--- config.mk ---
export PLATFORM = sky130hd
export DESIGN_NAME = dmem_arbiter
export DESIGN_NICKNAME = d
export VERILOG_FILES = /design/src/rtl/dmem_arb_pkg.sv /design/src/rtl/dmem_arbiter.sv
export SDC_FILE = /design/constraint.sdc
export NUM_CORES = 1
export LEC_CHECK = 0
export CAP_MARGIN = 15
export CORE_AREA = 5 5 90 92
export DETAILED_ROUTE_END_ITERATION = 16
export DIE_AREA = 0 0 95 97
export DONT_BUFFER_PORTS = 1
export GPL_ROUTABILITY_DRIVEN = 0
export PLACE_DENSITY = 0.37
export RECOVER_POWER = 50
export SLEW_MARGIN = 20
export SYNTH_ARGS = -nofsm -noshare
export SYNTH_HDL_FRONTEND = slang
export SYNTH_SLANG_ARGS = --single-unit
--- constraint.sdc ---
create_clock -name clock -period 5 [get_ports clock]
set_clock_uncertainty 0.15 [all_clocks]
set_input_delay 1 -clock clock [delete_from_list [all_inputs] [get_ports clock]]
set_output_delay 1 -clock clock [all_outputs]
set_load 0.01 [all_outputs]
--- src/rtl/dmem_arb_pkg.sv ---
// Shared types and defaults for the data-memory arbiter.
package dmem_arb_pkg;

  typedef enum logic {
    NORMAL = 1'b0,
    FORCE  = 1'b1
  } arb_state_e;

  localparam int unsigned DEF_ADDR_WIDTH   = 12;
  localparam int unsigned DEF_DATA_WIDTH   = 32;
  localparam int unsigned DEF_STARVE_LIMIT = 4;
  localparam int unsigned CNT_W            = 4;

endpackage

--- src/rtl/dmem_arbiter.sv ---
// Arbitrates the single-port data RAM between the CPU (priority) and one peripheral,
// with a starvation counter that forces a one-cycle peripheral grant.
module dmem_arbiter
  import dmem_arb_pkg::*;
#(
  parameter int unsigned ADDR_WIDTH   = DEF_ADDR_WIDTH,
  parameter int unsigned DATA_WIDTH   = DEF_DATA_WIDTH,
  parameter int unsigned STARVE_LIMIT = DEF_STARVE_LIMIT
) (
  input  logic                  clock,
  input  logic                  reset,
  input  logic                  cpu_req,
  input  logic                  cpu_we,
  input  logic [ADDR_WIDTH-1:0] cpu_addr,
  input  logic [DATA_WIDTH-1:0] cpu_wdata,
  output logic [DATA_WIDTH-1:0] cpu_rdata,
  output logic                  cpu_stall,
  input  logic                  per_req,
  input  logic                  per_we,
  input  logic [ADDR_WIDTH-1:0] per_addr,
  input  logic [DATA_WIDTH-1:0] per_wdata,
  output logic                  per_ready,
  output logic                  per_rvalid,
  output logic [DATA_WIDTH-1:0] per_rdata,
  output logic                  ram_wEn,
  output logic [ADDR_WIDTH-1:0] ram_addr,
  output logic [DATA_WIDTH-1:0] ram_dataIn,
  input  logic [DATA_WIDTH-1:0] ram_dataOut
);

  localparam logic [CNT_W-1:0] LIMIT = CNT_W'(STARVE_LIMIT);

  arb_state_e       state;
  arb_state_e       state_nxt;
  logic [CNT_W-1:0] starve_cnt;
  logic [CNT_W-1:0] cnt_nxt;
  logic             per_grant;
  logic             cpu_grant;
  logic             rd_owner;

  // Grant, RAM mux and starvation bookkeeping; reset suppresses every grant.
  always_comb begin
    per_grant = 1'b0;
    cpu_grant = 1'b0;
    if (!reset) begin
      if (state == FORCE && per_req) per_grant = 1'b1;
      else if (cpu_req)              cpu_grant = 1'b1;
      else if (per_req)              per_grant = 1'b1;
    end

    per_ready = per_grant;
    cpu_stall = cpu_req & per_grant;

    if (per_grant) begin
      ram_addr   = per_addr;
      ram_dataIn = per_wdata;
      ram_wEn    = per_we;
    end else begin
      ram_addr   = cpu_addr;
      ram_dataIn = cpu_wdata;
      ram_wEn    = cpu_req & cpu_we & cpu_grant;
    end

    if (per_req && !per_grant)
      cnt_nxt = (starve_cnt == LIMIT) ? LIMIT : starve_cnt + CNT_W'(1);
    else
      cnt_nxt = '0;

    if (state == FORCE)        state_nxt = NORMAL;
    else if (cnt_nxt == LIMIT) state_nxt = FORCE;
    else                       state_nxt = NORMAL;
  end

  always_ff @(posedge clock or posedge reset) begin
    if (reset) begin
      state      <= NORMAL;
      starve_cnt <= '0;
      rd_owner   <= 1'b0;
    end else begin
      state      <= state_nxt;
      starve_cnt <= cnt_nxt;
      rd_owner   <= per_grant & ~per_we;
    end
  end

  // Read data is shared; rd_owner marks the cycles that belong to the peripheral.
  assign per_rvalid = rd_owner;
  assign per_rdata  = ram_dataOut;
  assign cpu_rdata  = ram_dataOut;

endmodule

# ---- Yosys cells after proc, flatten, opt, wreduce, memory -nomap -nowiden
# Cells that the tools add are included.
dict set report op_classes {
  n_eq_ne 2
  addsub 1
  n_bitwise 5
  n_reduce_logical 3
  n_mux 14
}
# cell n
set ops {}
lappend ops {{$mux W32} 1}
lappend ops {{$mux W12} 1}
lappend ops {{$mux W1} 10}
lappend ops {{$eq A4 B3 Y1 const B} 2}
lappend ops {{$mux W4} 2}
lappend ops {{$add A4 B1 Y4 const B} 1}
lappend ops {{$and A1 B1 Y1} 4}
lappend ops {{$logic_and A1 B1 Y1} 2}
lappend ops {{$logic_not A1 Y1} 1}
lappend ops {{$not A1 Y1} 1}
dict set report word_totals {
  out_inout_bits 112
  in_bits 126
  regBits 6
  wordCells 28
}

# ---- Logic depth before layout (Yosys ltp)
# Gate-level depths: netlist of run 1.
dict set report logic_depth {
  ltp_word 10
  depth_mapped 5
  depth_no_buf 5
}

# ---- Least setup slack after synthesis of run 1
# No wires, ideal clock.
dict set report synth_path {
  path_kind {in2out}
  startpoint {input reset}
  endpoint {output ram_dataIn[10]}
  arrival_ns 1.911
  path_buffers 2
  required_time_ns 3.850
  path_slack_ns 1.939
  cell_stages 5
  cell_sequence {inv_1 nand3_2 buf_6 buf_6 mux2_4}
}
dict set report synth_between {
  elab_chain_len 2
}
# element line_no
set synth_lines {}
lappend synth_lines {{start: declaration} dmem_arbiter.sv:11} ;# input logic reset,
lappend synth_lines {{$mux W1} dmem_arbiter.sv:45} ;# if (!reset) begin
lappend synth_lines {{$mux W32} dmem_arbiter.sv:54} ;# if (per_grant) begin
lappend synth_lines {{end: declaration} dmem_arbiter.sv:27} ;# output logic [DATA_WIDTH-1:0] ram_dataIn,
# Every way passes these cells.

# ---- Worst setup path in the final report of run 1
dict set report layout_path {
  startpoint {input reset}
  endpoint {output ram_dataIn[31]}
}
# The elaborated chain is that of the path after synthesis.

==> results of run 1 <==
worst paths after layout:
check                                  to  slack (ps)  depth (start not counted)
hold reg to reg             starve_cnt[0]         390                          1
max in group asynchronous   starve_cnt[3]        4030                          1
setup / recovery           ram_dataIn[31]        1460                          4
min in group asynchronous           state         450                          1
hold / removal              starve_cnt[0]         390                          1
setup reg to reg               per_rvalid        3250                          4
where the power goes:
part           total [mW]  internal, mW  switching [mW]
sequential         0.0532        0.0507         0.00246
combinational      0.0760        0.0385          0.0375
clock              0.0738        0.0518          0.0220
placed cells by master (no fill, tap or decap), types with 2 or more instances in the layout:
cell and count:
clkbuf_8 3, dfrtp_1 6, mux2_2 17, ha_1 2
nor3_1 2, nor2_1 6, a21oi_1 2, nand3_1 3
nand2_1 2, inv_1 7, mux2_4 27
sequential cells by signal, summed over array words and instances, names as in the netlist:
signal	cells
state	1
per_rvalid	1
starve_cnt	4
final cells by class:
type / instances / area, um^2
Multi-Input combinational cell: 71 / 771
Fill cell: 815 / 6020
Inverter: 7 / 26.3
Sequential cell: 6 / 150
Tap cell: 99 / 124
Timing Repair Buffer: 1 / 7.51
Clock buffer: 3 / 41.3
stage by stage:
step / util (%) / cells / hold slack, ps / power, mW
2_1_floorplan: - / 153 / 336 / 0.177
3_3_place_gp: 15.1 / 184 / 352 / 0.131
3_5_place_dp: 15.1 / 184 / 382 / 0.132
4_1_cts: 15.7 / 187 / 384 / 0.207
5_1_grt: 15.7 / 187 / 427 / 0.214
6_report: 15.7 / 187 / 386 / 0.203
cell usage after synthesis:
library cell  instances
buf_4                64
mux2_4               27
mux2_2               17
inv_1                 7
dfrtp_1               6
nor2_1                6
buf_6                 4
nand3_1               3
a21oi_1               2
ha_1                  2
nand2_1               2
nor3_1                2
a211oi_1              1
a21bo_2               1
a21boi_0              1
and3b_1               1
and4_1                1
buf_2                 1
mux2i_1               1
nand2b_2              1
nand3_2               1
nor4_1                1
or3_1                 1
worst reg2reg max path: stages, from the launching register on:
cell and delay, ps:
dfrtp_1 390, nand2b_2 230, nand3_2 210, buf_4 530, nor2_1 100
routing by layer:
| metal | share of wire, % | routed length, um | vias up |
|---|---|---|---|
| met5 | 0 | 0 | - |
| met4 | 1.6 | 57 | 0 |
| met3 | 18 | 659 | 6 |
| met2 | 53 | 1890 | 143 |
| met1 | 27 | 964 | 335 |
| li1 | - | - | 319 |
logic make-up (layout without fill, tap and decap cells):
group / Yosys count / count (layout) / share of synthesized area (%)
fa+ha+maj: 2 / 2 / 1.69
mux: 45 / 45 / 41.1
flops: 6 / 6 / 10.2
simple gates: 19 / 19 / 7.03
buf+inv: 76 / 11 / 37.7
compound gates: 5 / 5 / 2.37
==> impl.org, run 1 <==
** Route
- Average detailed-routed wire length per instance :: 19.1 um
- Post-route antenna net violation count :: 0
- Number of DRC markers after the initial detailed-route iteration :: 9
- After detailed routing, the total wire length is 3570 um.
- The first detailed-routing pass took 3 iterations.
- Detailed routing inserted a total of 803 vias.
- Residual DRC count :: 0
- Dividing the detail-routed via count by the number of cells gives 4.29.

** Global route
- Number of global-route vias before repair :: 884
- The number of antenna violations at the first check in global routing is 0.
- In the global route stage, overall resource usage came out at 6.65%.
- Entering global routing, the biggest net connects 39 pins.
- In this run the most used layer during global routing was met2.
- For met2 alone, demand over resource in global routing was 12.5%.
- Global routing finished with a remaining overflow of 0.
- The first global-routing pass estimated 4800 um of wire.
- GR Layer Usage met3 :: 3.57%
- Global routing met1 resource utilization :: 5.40%

** Critical path
- The number of buffers and inverters on the critical path is 2.
- Kind of end point of the critical path :: output pin
- Cells along the critical path :: inv_1 -> nand3_2 -> buf_4 -> mux2_2
- On the critical path, the stage with the largest delay is an instance of buf_4.
- Largest stage delay on the critical path :: 530 ps
- STA puts the critical path data required time at 3850 ps.
- Launching element type of the critical path :: input pin
- The most critical setup path has its startpoint at reset.
- On the critical path the largest part of the delay comes from buffers and inverters.
- In this run the critical register-to-register path is launched from state.
- In this run the worst path has a maximum fanout of 38.
- Worst Setup Path Type :: input pin to output pin
- For the worst setup path, the data arrival time is 2390 ps.

** Synth
- Sequential cell area fraction in the yosys report :: 10.2%
- Synth cell types :: 23
- The synthesized design devotes to its leading area cell type 32.5% of total area.
- Cell types with the largest area share after synthesis :: buf_4 33%, mux2_4 27%, mux2_2 13%
- The largest total area in the synthesized netlist belongs to buf_4.
- Post-synthesis cell count :: 153
- Mean post-synth cell area :: 9.66 um^2
- The Yosys step of the flow raised 0 warnings.
- After synthesis the netlist holds a flip-flop and latch count of 6.
- In this run the cell area of the synthesized design comes to 0.00148 mm^2.
- Counting every net in the synthesized netlist gives 281.

** Worst hold path
- Worst min-delay path startpoint :: starve_cnt[0]
- Class of the most critical hold timing path :: register to register

** Die
- During I/O placement, the number of pins put on the boundary was 238.
- Core Box Area :: 0.00714 mm^2
- Number of cell rows :: 31
- Die Span X :: 95 um
- Total die area :: 0.00922 mm^2
- Once the floorplan was initialized, standard cells occupied 20.7% of the core.
- The floorplan step set the die height to 97 um.

** STA
- Pins over their slew limit :: 0
- In this run the tightest slew margin relative to its limit is 60.3%.
- The number of failing hold endpoints at the final stage came to 0.
- Count of endpoints failing setup in the final report :: 0
- For the finished layout, the period the worst path requires is 3540 ps.
- At the pin with the least slew margin, the transition time is 596 ps.
- Setup repair after global routing missed its margin :: no
- Portion of the clock cycle consumed by the worst path in the final layout :: 70.8%
- FMAX :: 283 MHz
- Summed over all failing endpoints, the final setup total negative slack is 0 ps.
- The worst path meets setup with 1460 ps of slack.

** Run status
- Outcome :: completed

** Placed design
- After detailed placement, the total cell area comes to 0.00108 mm^2.
- Setup Slack @ Placement :: 1420 ps
- Number of buffers added on ports :: 0
- After legalization and detailed placement, the total HPWL measured 3220 um.

** Clock tree
- Cts repair resizes :: 0
- The tree is rooted in a clkbuf_8.
- CTS built an H-tree with a depth of 1.
- The number of hold buffers added after CTS was 0.
- Post-CTS timing repair inserted 0 buffers for setup.
- Number of buffers inserted during clock tree synthesis :: 3
- TritonCTS clock tree :: yes
- Latest clock arrival within the worst-skew pair :: 230 ps
- No sink is reached through more buffers than the 2 on the longest clock path.
- Counting every sink on the clock net gives 6.
- Clock transition at the register clock pins on the worst setup and hold paths after CTS :: 30 ps

** Layout
- The repair_antennas step left the layout with diodes totalling 0.
- For this run, the post-layout net count is 218.
- Compared with the post-synthesis result, the final layout area differs by -24.2%.
- After routing the design area is 0.00112 mm^2.
- Fraction of layout cells with a size suffix above 1 :: 56.8%

** Pwr
- Maximum vdd drop :: 0.0000372 V
- Leakage power summed over all cells :: 0.531 nW
- For this design the ratio of total power to cell area is 181 mW/mm^2.

** Flow run
- Total of max-cap violations :: 0
Power figures use the tool's default switching activity.
==> run 2: changes to the inputs <==
--- a/config.mk
+++ b/config.mk
@@ -5,13 +5,14 @@
 export SDC_FILE = /design/constraint.sdc
 export NUM_CORES = 1
 export LEC_CHECK = 0
+export ABC_AREA = 1
 export CAP_MARGIN = 15
-export CORE_AREA = 5 5 90 92
+export CORE_AREA = 5 5 89 91
 export DETAILED_ROUTE_END_ITERATION = 16
-export DIE_AREA = 0 0 95 97
+export DIE_AREA = 0 0 94 96
 export DONT_BUFFER_PORTS = 1
 export GPL_ROUTABILITY_DRIVEN = 0
-export PLACE_DENSITY = 0.37
+export PLACE_DENSITY = 0.36
 export RECOVER_POWER = 50
 export SLEW_MARGIN = 20
 export SYNTH_ARGS = -nofsm -noshare
==> constraint.sdc (replaced) <==
create_clock -name clock -period 3.3 [get_ports clock]
set_clock_uncertainty 0.15 [all_clocks]
set_input_delay 0.66 -clock clock [delete_from_list [all_inputs] [get_ports clock]]
set_output_delay 0.66 -clock clock [all_outputs]
set_load 0.01 [all_outputs]
==> impl.org, run 2 <==
** Layout
- Relative to the synthesized area, the layout overhead comes to -28.4%.
- For this run, the number of standard cells in the final layout without fillers is 280.
- Leading cell type in the layout, fill and taps excluded :: nand2_1
- Fin nets :: 311
- The register with the most flip-flops in the layout has 4 of them.
- After filler insertion, the fill cell instance count of the layout stands at 834.
- The register with the most flip-flops in the final layout is starve_cnt.
- Fraction of layout cells with a size suffix above 1 :: 4.42%
- Diodes inserted :: 0
- Across the whole layout, storage elements account for 150 um^2.
- Multi-input combinational cell area :: 641 um^2
- Most frequent cells in the layout :: 140 x nand2_1, 10 x inv_1, 6 x nor2_1, 6 x dfrtp_1

** Clock tree
- Latest clock arrival within the worst-skew pair :: 220 ps
- Number of sinks handled by clock tree synthesis :: 6
- TritonCTS clock tree :: yes
- Clock transition at the register clock pins on the worst setup and hold paths after CTS :: 30 ps
- Post-CTS Hold Buffers :: 0
- CTS Buffer Depth :: 2
- The cell sitting at the root of the clock tree is a clkbuf_8.
- Number of buffers inserted during clock tree synthesis :: 3
- Post-CTS setup repair buffer count :: 0
- Cts repair resizes :: 0
- CTS built an H-tree with a depth of 1.

** Die
- Core Box Area :: 0.00706 mm^2
- Measured along the y axis, the die boundary spans 96 um.
- For this configuration, the core starts out at a cell density of 20.1%.
- Total die area :: 0.00902 mm^2
- During I/O placement, the number of pins put on the boundary was 238.
- From left edge to right edge, the die measures 94 um.
- After floorplanning, the core was divided into 31 placement rows.

** STA
- Based on the critical path, the design can be clocked at up to 397 MHz.
- After routing, the total negative slack on setup checks comes to 0 ps.
- Final hold analysis gives a worst-case slack of 128 ps.
- Setup repair after global routing left no endpoint under its margin.
- Setup ws final :: 784 ps
- The worst path in the final design needs a cycle of 2520 ps, including I/O delays and setup.
- Portion of the clock cycle consumed by the worst path in the final layout :: 76.3%
- Setup violations remaining at the end of the flow were counted as 0.
- The total count of max-transition violations in the final report is 0.
- For the pin with the worst max-slew slack, the measured transition is 457 ps.
- Final Hold Viols :: 0
- Relative max-transition margin :: 69.6%

** Synth
- Post-synthesis cell count :: 249
- In this run the biggest area consumer among cell types represents 37.1% of the synthesized area.
- After synthesis, the share of flip-flops with an asynchronous set or reset is 100%.
- Dominant combinational cell family by area after synthesis :: buffers and inverters
- For this run, the register share of the synthesized area comes to 10.6%.
- Library cell with the highest instance count after synthesis :: nand2_1
- Syn nets :: 377
- Synthesis warning total :: 0
- Synth Area in Adders :: 1.77%
- Synthesis instantiated 14 different standard cells from the library.
- By count the netlist is led by 140 x nand2_1, 64 x buf_4, 10 x inv_1, 9 x buf_6.
- Simple-gate portion of the synthesized area :: 42.2%
- Post-synthesis share of cell area spent on xor and xnor gates :: 0%
- Register bit count reported by yosys :: 6
- Compound-Gate Fraction of Synth Area :: 1.24%
- Mean post-synth cell area :: 5.69 um^2
- Post-Syn Area :: 0.00142 mm^2
- Of all cell types, the one taking the most synthesized area is nand2_1.
- The portion of synthesized area spent on multiplexers is 0%.
- After synthesis, the cell types taking the most area are nand2_1 37%, buf_4 34%, dfrtp_1 11%.
- The most used flip-flop cell after synthesis is dfrtp_1.
- In this run, synthesis inferred 0 flip-flops with an integrated enable.

** Placed design
- Placed Cells incl. Taps :: 277
- In this run the tool buffered the top-level ports with 0 buffer cells.
- Prior to clock tree synthesis, the placed netlist has a worst setup slack of 723 ps.
- DP HPWL :: 3140 um

** Route
- The count of nets left with antenna violations once routing finished came out at 0.
- Routed via count divided by cell count :: 3.90
- Across all layers, the routed design uses 1093 vias.
- In the final routed layout, each cell accounts on average for 13.4 um.
- The routed design has 3750 um of wire.
- The first routing iteration left 60 violations.
- Total iterations of the first detailed-routing run :: 4
- Residual DRC count :: 0

** Critical path
- Required time worst endpoint :: 2490 ps
- STA classifies the critical path startpoint as an input pin.
- Data on the critical path arrives at its endpoint at 1710 ps.
- The setup path with the least slack is of type input pin to output pin.
- Traced cell by cell, the critical path runs through inv_1 -> nand3_2 -> inv_4 -> nand2_1 -> nand2_1.
- Among the stages of the critical path, the cell type that occurs most often is nand2_1.
- Slowest cell on the critical path :: inv_4
- Maximum fanout along the worst path :: 46
- Kind of end point of the critical path :: output pin
- For this run, the slowest stage of the critical path takes 370 ps.

** Global route
- The number of antenna violations at the first check in global routing was 0.
- The total overflow left after global routing is 0.
- Number of global-route vias before repair :: 882
- Entering global routing, the biggest net connects 47 pins.
- The first global-routing pass estimated 4460 um of wire.
- Global routing used 6.26% of the available tracks.

** Pwr
- Maximum vdd drop :: 0.000279 V
- The analysis attributes to cell leakage a power of 0.597 nW.
- Power density of the placed cells :: 285 mW/mm^2

** Flow run
- Total of max-cap violations :: 0

** Run status
- Outcome :: completed

** Worst hold path
- Class of the most critical hold timing path :: input pin to async pin
-- run 2: cell types whose count changed in the layout (fill, tap and decap cells not counted), moves of 2 or more --
cell     previous run  this run
nand2_1             2       140
mux2_4             27         0
mux2_2             17         0
inv_1               7        10
nand4_1             0         3
nor3_1              2         0
-- run 2: stage by stage --
step / area (um^2) / util [%] / power (mW)
2_1_floorplan: 1420 / - / 0.257
4_1_cts: 1010 / 14.4 / 0.296
6_report: 1010 / 14.4 / 0.289
3_5_place_dp: 973 / 13.8 / 0.187
3_3_place_gp: 973 / 13.8 / 0.187
5_1_grt: 1010 / 14.4 / 0.317
-- run 2: final timing paths --
check / startpoint / end / slack (ps) / cells past startpoint
worst max-delay path: reset / ram_dataIn[18] / 780 / 5
worst min-delay path: reset / starve_cnt[3] / 130 / 1
worst max register to register: state / state / 1910 / 6
worst min register to register: state / state / 420 / 3
max in group asynchronous: reset / starve_cnt[1] / 2640 / 1
min in group clock: per_we / per_rvalid / 370 / 1
-- run 2: area by class of cell --
cell class              instances  area share [%]
well taps                      99            12.2
repair buffers                  2            1.48
multi-input cells             159            63.1
flip-flops and latches          6            14.8
clock buffers                   3            4.07
inverters                      11            4.32
-- run 2: critical path: cells and delay by family --
family | cells | cell delay (ps)
AND/OR/NAND/NOR | 3 | 440
buffers and inverters | 2 | 590
-- run 2: kinds of logic (layout without fill, tap and decap cells) --
group           after synthesis  in the layout
simple gates                154            154
buf+inv                      84             16
flops                         6              6
compound gates                3              3
fa+ha+maj                     2              2
-- run 2: layer usage --
metal,track usage (%),vias up,part of all wire (%)
met5,0,-,0
met4,1.56,0,1.4
met3,3.99,14,16
met2,10.6,115,49
met1,6.45,421,34
li1,-,543,-
-- run 2: power by group --
group / internal [mW] / switching, mW
sequential: 0.0773 / 0.00394
clock: 0.0780 / 0.0280
combinational: 0.0273 / 0.0747
